$ cat src/rtl/alu_seq_pkg.sv
// ==== alu_seq_pkg: states, instruction classes and mux/ALU encodings for alu_seq_ctrl ====
// ==== rev 1.0 | optional addm support via ALU_SEQ_ADDM_EN ====
`default_nettype none

package alu_seq_pkg;

   typedef enum logic [3:0] {
      S_START,
      S_FETCH,
      S_DECODE,
      S_EXEC_R,
      S_WB_R,
      S_EXEC_I,
      S_WB_I,
      S_ADDR,
      S_MEM_RD,
      S_WB_LW,
      S_MEM_WR,
      S_BRANCH,
      S_JUMP,
      S_TRAP
`ifdef ALU_SEQ_ADDM_EN
      , S_ADDM_RD
      , S_ADDM_EX
`endif
   } state_t;

   typedef enum logic [2:0] {
      CLS_R_ALU,
      CLS_ADDI,
      CLS_LOAD,
      CLS_STORE,
      CLS_BRANCH,
      CLS_JUMP,
      CLS_ADDM,
      CLS_ILLEGAL
   } instr_class_t;

   localparam logic [5:0] OP_RTYPE = 6'h00;
   localparam logic [5:0] OP_ADDI  = 6'h08;
   localparam logic [5:0] OP_LW    = 6'h23;
   localparam logic [5:0] OP_SW    = 6'h2B;
   localparam logic [5:0] OP_BEQ   = 6'h04;
   localparam logic [5:0] OP_BNE   = 6'h05;
   localparam logic [5:0] OP_J     = 6'h02;

   localparam logic [5:0] FN_ADD   = 6'h20;
   localparam logic [5:0] FN_SUB   = 6'h22;
   localparam logic [5:0] FN_AND   = 6'h24;
   localparam logic [5:0] FN_OR    = 6'h25;
   localparam logic [5:0] FN_SLT   = 6'h2A;
   localparam logic [5:0] FN_ADDM  = 6'h05;

   localparam logic [1:0] ALU_SRC_A_PC   = 2'b00;
   localparam logic [1:0] ALU_SRC_A_REGA = 2'b01;
   localparam logic [1:0] ALU_SRC_A_REGB = 2'b10;

   localparam logic [2:0] ALU_SRC_B_REGB     = 3'b000;
   localparam logic [2:0] ALU_SRC_B_MDR      = 3'b001;
   localparam logic [2:0] ALU_SRC_B_SEXT     = 3'b010;
   localparam logic [2:0] ALU_SRC_B_FOUR     = 3'b011;
   localparam logic [2:0] ALU_SRC_B_SEXT_SH2 = 3'b100;

   localparam logic [2:0] ALU_OP_AND = 3'b000;
   localparam logic [2:0] ALU_OP_OR  = 3'b001;
   localparam logic [2:0] ALU_OP_ADD = 3'b010;
   localparam logic [2:0] ALU_OP_SUB = 3'b110;
   localparam logic [2:0] ALU_OP_SLT = 3'b111;

   localparam logic [1:0] PC_SRC_ALU    = 2'b00;
   localparam logic [1:0] PC_SRC_ALUOUT = 2'b01;
   localparam logic [1:0] PC_SRC_JUMP   = 2'b10;

   localparam logic [1:0] IORD_PC     = 2'b00;
   localparam logic [1:0] IORD_ALUOUT = 2'b01;
   localparam logic [1:0] IORD_REGA   = 2'b10;

endpackage

`default_nettype wire

$ cat src/rtl/alu_seq_decode.sv
// ==== alu_seq_decode: combinational opcode/funct -> instruction class and R-type ALU op ====
// ==== rev 1.0 | CLS_ADDM only produced when ALU_SEQ_ADDM_EN is defined ====
`default_nettype none

module alu_seq_decode
   import alu_seq_pkg::*;
(
   input  logic [5:0]   opcode,
   input  logic [5:0]   funct,
   output instr_class_t instr_class,
   output logic [2:0]   funct_op
);

   always_comb begin
      instr_class = CLS_ILLEGAL;
      case (opcode)
         OP_RTYPE: begin
            case (funct)
               FN_ADD, FN_SUB, FN_AND, FN_OR, FN_SLT: instr_class = CLS_R_ALU;
`ifdef ALU_SEQ_ADDM_EN
               FN_ADDM: instr_class = CLS_ADDM;
`endif
               default: instr_class = CLS_ILLEGAL;
            endcase
         end
         OP_ADDI:        instr_class = CLS_ADDI;
         OP_LW:          instr_class = CLS_LOAD;
         OP_SW:          instr_class = CLS_STORE;
         OP_BEQ, OP_BNE: instr_class = CLS_BRANCH;
         OP_J:           instr_class = CLS_JUMP;
         default:        instr_class = CLS_ILLEGAL;
      endcase
   end

   always_comb begin
      funct_op = ALU_OP_ADD;
      case (funct)
         FN_SUB:  funct_op = ALU_OP_SUB;
         FN_AND:  funct_op = ALU_OP_AND;
         FN_OR:   funct_op = ALU_OP_OR;
         FN_SLT:  funct_op = ALU_OP_SLT;
         default: funct_op = ALU_OP_ADD;
      endcase
   end

endmodule

`default_nettype wire

$ cat src/rtl/alu_seq_ctrl.sv
// ==== alu_seq_ctrl: multicycle control sequencer driving ALU muxes, ALU op and write strobes ====
// ==== rev 1.0 | ALU_SEQ_ADDM_EN adds the addm (rd = mem[rs] + rt) sequence ====
`default_nettype none

module alu_seq_ctrl
   import alu_seq_pkg::*;
(
   input  logic       clk,
   input  logic       reset,
   input  logic [5:0] opcode,
   input  logic [5:0] funct,
   input  logic       alu_zero,
   input  logic       mem_ready,
   output logic [1:0] alu_src_a,
   output logic [2:0] alu_src_b,
   output logic [2:0] alu_op,
   output logic       alu_out_we,
   output logic       pc_we,
   output logic       ir_we,
   output logic       mdr_we,
   output logic       reg_we,
   output logic       mem_req,
   output logic       mem_we,
   output logic [1:0] pc_src,
   output logic [1:0] iord,
   output logic       reg_dst,
   output logic       mem_to_reg,
   output logic       illegal_op
);

   state_t       state;
   state_t       state_nxt;
   instr_class_t instr_class;
   logic [2:0]   funct_op;
   logic         is_bne;
   logic         is_store;

   alu_seq_decode u_decode (
      .opcode      (opcode),
      .funct       (funct),
      .instr_class (instr_class),
      .funct_op    (funct_op)
   );

   // Branch flavour and load/store direction are captured in DECODE so later
   // states do not depend on the IR.
   always_ff @(posedge clk or negedge reset) begin
      if (!reset) begin
         state    <= S_START;
         is_bne   <= 1'b0;
         is_store <= 1'b0;
      end else begin
         state <= state_nxt;
         if (state == S_DECODE) begin
            is_bne   <= (opcode == OP_BNE);
            is_store <= (opcode == OP_SW);
         end
      end
   end

   always_comb begin
      state_nxt  = state;
      alu_src_a  = ALU_SRC_A_PC;
      alu_src_b  = ALU_SRC_B_REGB;
      alu_op     = ALU_OP_AND;
      alu_out_we = 1'b0;
      pc_we      = 1'b0;
      ir_we      = 1'b0;
      mdr_we     = 1'b0;
      reg_we     = 1'b0;
      mem_req    = 1'b0;
      mem_we     = 1'b0;
      pc_src     = PC_SRC_ALU;
      iord       = IORD_PC;
      reg_dst    = 1'b0;
      mem_to_reg = 1'b0;
      illegal_op = 1'b0;

      case (state)
         S_START: state_nxt = S_FETCH;
         S_FETCH: begin
            mem_req   = 1'b1;
            iord      = IORD_PC;
            alu_src_a = ALU_SRC_A_PC;
            alu_src_b = ALU_SRC_B_FOUR;
            alu_op    = ALU_OP_ADD;
            if (mem_ready) begin
               ir_we     = 1'b1;
               pc_we     = 1'b1;
               pc_src    = PC_SRC_ALU;
               state_nxt = S_DECODE;
            end
         end
         S_DECODE: begin
            alu_src_a  = ALU_SRC_A_PC;
            alu_src_b  = ALU_SRC_B_SEXT_SH2;
            alu_op     = ALU_OP_ADD;
            alu_out_we = 1'b1;
            case (instr_class)
               CLS_R_ALU:            state_nxt = S_EXEC_R;
               CLS_ADDI:             state_nxt = S_EXEC_I;
               CLS_LOAD, CLS_STORE:  state_nxt = S_ADDR;
               CLS_BRANCH:           state_nxt = S_BRANCH;
               CLS_JUMP:             state_nxt = S_JUMP;
`ifdef ALU_SEQ_ADDM_EN
               CLS_ADDM:             state_nxt = S_ADDM_RD;
`endif
               default:              state_nxt = S_TRAP;
            endcase
         end
         S_EXEC_R: begin
            alu_src_a  = ALU_SRC_A_REGA;
            alu_src_b  = ALU_SRC_B_REGB;
            alu_op     = funct_op;
            alu_out_we = 1'b1;
            state_nxt  = S_WB_R;
         end
         S_WB_R: begin
            reg_we    = 1'b1;
            reg_dst   = 1'b1;
            state_nxt = S_FETCH;
         end
         S_EXEC_I, S_ADDR: begin
            alu_src_a  = ALU_SRC_A_REGA;
            alu_src_b  = ALU_SRC_B_SEXT;
            alu_op     = ALU_OP_ADD;
            alu_out_we = 1'b1;
            if (state == S_EXEC_I) state_nxt = S_WB_I;
            else                   state_nxt = is_store ? S_MEM_WR : S_MEM_RD;
         end
         S_WB_I: begin
            reg_we    = 1'b1;
            state_nxt = S_FETCH;
         end
         S_MEM_RD: begin
            mem_req = 1'b1;
            iord    = IORD_ALUOUT;
            if (mem_ready) begin
               mdr_we    = 1'b1;
               state_nxt = S_WB_LW;
            end
         end
         S_WB_LW: begin
            reg_we     = 1'b1;
            mem_to_reg = 1'b1;
            state_nxt  = S_FETCH;
         end
         S_MEM_WR: begin
            mem_req = 1'b1;
            mem_we  = 1'b1;
            iord    = IORD_ALUOUT;
            if (mem_ready) state_nxt = S_FETCH;
         end
         S_BRANCH: begin
            alu_src_a = ALU_SRC_A_REGA;
            alu_src_b = ALU_SRC_B_REGB;
            alu_op    = ALU_OP_SUB;
            pc_src    = PC_SRC_ALUOUT;
            pc_we     = is_bne ? ~alu_zero : alu_zero;
            state_nxt = S_FETCH;
         end
         S_JUMP: begin
            pc_we     = 1'b1;
            pc_src    = PC_SRC_JUMP;
            state_nxt = S_FETCH;
         end
         S_TRAP: illegal_op = 1'b1;
`ifdef ALU_SEQ_ADDM_EN
         S_ADDM_RD: begin
            mem_req = 1'b1;
            iord    = IORD_REGA;
            if (mem_ready) begin
               mdr_we    = 1'b1;
               state_nxt = S_ADDM_EX;
            end
         end
         S_ADDM_EX: begin
            alu_src_a  = ALU_SRC_A_REGB;
            alu_src_b  = ALU_SRC_B_MDR;
            alu_op     = ALU_OP_ADD;
            alu_out_we = 1'b1;
            state_nxt  = S_WB_R;
         end
`endif
         default: state_nxt = S_START;
      endcase
   end

endmodule

`default_nettype wire

$ cat config.mk
export PLATFORM = sky130hd
export DESIGN_NAME = alu_seq_ctrl
export DESIGN_NICKNAME = d
export VERILOG_FILES = /design/src/rtl/alu_seq_pkg.sv /design/src/rtl/alu_seq_decode.sv /design/src/rtl/alu_seq_ctrl.sv
export SDC_FILE = /design/constraint.sdc
export NUM_CORES = 1
export LEC_CHECK = 0
export ABC_AREA = 1
export CAP_MARGIN = 40
export CORE_MARGIN = 2
export CORE_UTILIZATION = 39
export DETAILED_ROUTE_END_ITERATION = 8
export GPL_TIMING_DRIVEN = 0
export PLACE_DENSITY_LB_ADDON = 0.12
export SETUP_SLACK_MARGIN = 0.2
export SLEW_MARGIN = 5
export SYNTH_ARGS = -nofsm -noshare
export SYNTH_HDL_FRONTEND = slang
export SYNTH_SLANG_ARGS = --single-unit
$ cat constraint.sdc
create_clock -name clk -period 2 [get_ports clk]
set_input_delay 0.3 -clock clk [delete_from_list [all_inputs] [get_ports clk]]
set_output_delay 0.3 -clock clk [all_outputs]
set_load 0.01 [all_outputs]
==> results.yml <==
synth:
  synth-seq-cells: 6
  yosys.area.top_type: "dfrtp_1"
  synth_compound_area_share_pct: 12.9
  yosys-top-cells-area: "dfrtp_1 20%, nand2_1 16%, nor2_1 11%, nand3_1 9.2%, inv_1 8.9%"
  post-synth-top-area-fraction_pct: 19.8
  yosysSeqAreaShare_pct: 19.8
  synth_top_family_by_area: "simple AND/OR/NAND/NOR gates"
  synthSimpleGateAreaFrac_pct: 48.6
  avgSynthCellArea_um2: 5.54
  synthesis.area_um2: 759
  synthCells: 137
  ys_types: 22
  yosys_warnings: 0
  synth.area.mux_share_pct: 0
  synth-adder-area-share_pct: 0
  synth_xor_area_share_pct: 1.15
timing:
  fin_crit_sh_pct: 88.4
  final-hold-violation-count: 0
  layout_min_cycle_time_ns: 1.77
  hold_slack_ns: 0.299
  setup_viol: 0
  fin_skew_ns: 0.00831
  final_max_slew_viol_count: 0
  grt_setup_unrepaired: "yes"
  tns_ns: 0
  fmax_ghz: 0.565
routing:
  drtIter0Drc: 26
  vias: 984
  wl_met1_um: 957
  drc_errors: 0
  dr.max_layer_used: "met4"
  route.met3.wl_um: 134
  drt_first_pass_iters: 4
  avgViaCountPerCell: 4.82
  wl_per_cell_um: 10.6
  wirelength_um: 2150
  wl_met2_um: 1020
  ant_nets: 0
clock_tree:
  path_clk_slew_ns: 0.05
  cts_made_buffers: 3
  root_buffer: "clkbuf_4"
  clockBufferDepth: 2
  cts_tree: "yes"
  clock-sinks: 6
  clk_latency_ns: 0.24
  h-tree-depth: 1
critical_path:
  crit_type: "in -> out"
  crit_chain: "clkdlybuf4s50_1 > inv_1 > nor2_4 > nand3_2 > o21ai_2 > nor3_1 > nand2_1 > buf_2"
  cp_num_buf_inv: 3
  end_kind: "primary output"
  cp.required_ns: 1.70
  cpPeakStageDelay_ns: 0.46
  start_kind: "input port"
  crit_fanout: 6
  cp_slowest_cell: "clkdlybuf4s50_1"
  cp_top_family: "buffers and inverters"
  cp.arrival_ns: 1.47
cells_and_area:
  synthToLayoutAreaGrowth_pct: 56.2
  final_layout_size_suffix_gt1_share_pct: 25.7
  nets: 197
  antennaDiodeCount: 0
placed_design:
  port_buffers: 35
  hpwl_um: 1740
  gp_congestion: 0.866
status:
  status: "completed"
job:
  maxCapViolations: 0
grt:
  grt_pass1_wl_um: 3170
  grt_pass1_vias: 830
  antenna_found_initial: 0
  grt_max_degree: 10
  grt_usage_pct: 19.6
  overflow: 0
worst_hold_path:
  hold_path_class: "in -> async"
power_and_ir_drop:
  p_sw_uw: 74.2
  power_frac_clock_pct: 35.9
  p_leak_nw: 0.662
  intPower_uw: 227
  power_frac_comb_pct: 23.7
  cellPowerDensity_nw_per_um2: 254
  vdd_drop_max_mv: 0.259
  swShare_pct: 24.6
  p_seq_share_pct: 40.4
floorplan:
  die_h_um: 48.1
  row_count: 15
  die_w_um: 48.1
  io_pins: 38
  dieArea_um2: 2320
  core_um2: 1780
  start_util_pct: 42.6
==> metal layers <==
metal / GRT usage (%) / vias to the layer above
met5: 0 / -
met4: 14.6 / 0
met3: 0.741 / 6
met2: 33.6 / 40
met1: 23.2 / 431
li1: - / 507
==> metrics by stage <==
stage / util [%] / power [mW] / worst slack (ns) / std cells / area [µm²]
floorplan: - / 0.152 / 0.514 / 138 / 763
global placement: 64.2 / 0.192 / -0.169 / 198 / 1140
detailed placement: 64.2 / 0.194 / -0.197 / 198 / 1140
CTS: 66.0 / 0.308 / 0.117 / 203 / 1180
global route: 66.5 / 0.322 / 0.129 / 204 / 1190
finish: 66.5 / 0.302 / 0.232 / 204 / 1190
==> layout make-up <==
class | instances | area (µm²)
buffer | 3 | 26.3
clock buffer | 3 | 22.5
fill | 165 | 597
inverter | 27 | 104
multi-input combinational | 102 | 523
sequential | 6 | 153
tap | 25 | 31.3
timing repair buffer | 38 | 327
==> cell families (layout without fill, tap and decap cells) <==
| group | count (synthesis) | count (layout) |
|---|---|---|
| XOR/XNOR | 1 | 1 |
| AND/OR/NAND/NOR | 82 | 82 |
| flip-flops | 6 | 6 |
| buffers and inverters | 30 | 71 |
| other | 1 | 2 |
| AO/OA/AOI/OAI | 17 | 17 |
==> path summary, 6_finish.rpt <==
check / to / from / slack (ns) / depth (start not counted)
min: is_store / reset / 0.30 / 1
max: alu_op[1] / funct[5] / 0.23 / 8
min reg2reg: is_store / is_store / 0.49 / 2
max in group asynchronous: state[2] / reset / 1.46 / 1
min in group clk: is_store / is_store / 0.49 / 2
max reg2reg: state[0] / state[0] / 0.60 / 10
==> synth_stat cells <==
library cell   n
xor2_1         1
nor3_1         1
o2111ai_1      1
o21ai_0        5
buf_6          1
a21oi_1        4
nor2_2         6
nor2_4         3
nand2_2        1
inv_1         18
buf_4          2
o21ai_2        2
and3_1         1
o22ai_1        1
inv_2          8
dfrtp_1        6
inv_4          1
nand2_1       33
nand3_1       14
conb_1         1
nor2_1        23
o21ai_1        4
==> layout by cell type, fill, tap and decap left out, types with 3 or more instances in the layout <==
| master | count |
|---|---|
| nand2_1 | 31 |
| nor2_1 | 20 |
| inv_1 | 18 |
| clkdlybuf4s50_1 | 15 |
| nand3_1 | 13 |
| dlygate4sd2_1 | 13 |
| inv_2 | 8 |
| nor2_4 | 6 |
| nor2_2 | 6 |
| o21ai_0 | 5 |
| buf_4 | 5 |
| dfrtp_1 | 4 |
| clkbuf_2 | 4 |
| nand2_2 | 3 |
| o21ai_2 | 3 |
| a21oi_1 | 3 |
| o21ai_1 | 3 |
| clkbuf_4 | 3 |
==> worst register-to-register path, delay by kind of cell (launching register included) <==
kind / cells / cell delay (ns)
flops: 1 / 0.36
buf+inv: 4 / 0.48
compound gates: 2 / 0.14
simple gates: 4 / 0.34
==> state kept, by name (all words and copies together) (netlist names) <==
signal and flops:
is_store 1, state 4, is_bne 1
==> repair_timing <==
item                                    in CTS  in global routing
pin swaps                                    2                  5
resized for setup                           29                 19
cloned                                       0                  0
endpoints found under the setup margin      20                  8
hold buffers                                 0                  0
buffers inserted                             2                  1
==> power groups by stage <==
stage	clock network, mW	registers (mW)	logic (mW)
3_5_place_dp	0	0.124	0.0707
5_1_grt	0.122	0.122	0.0784
4_1_cts	0.115	0.122	0.0708
6_report	0.108	0.122	0.0715
2_1_floorplan	0	0.124	0.0287
3_3_place_gp	0	0.124	0.0682
No activity file was read; power rests on OpenSTA's default activity.
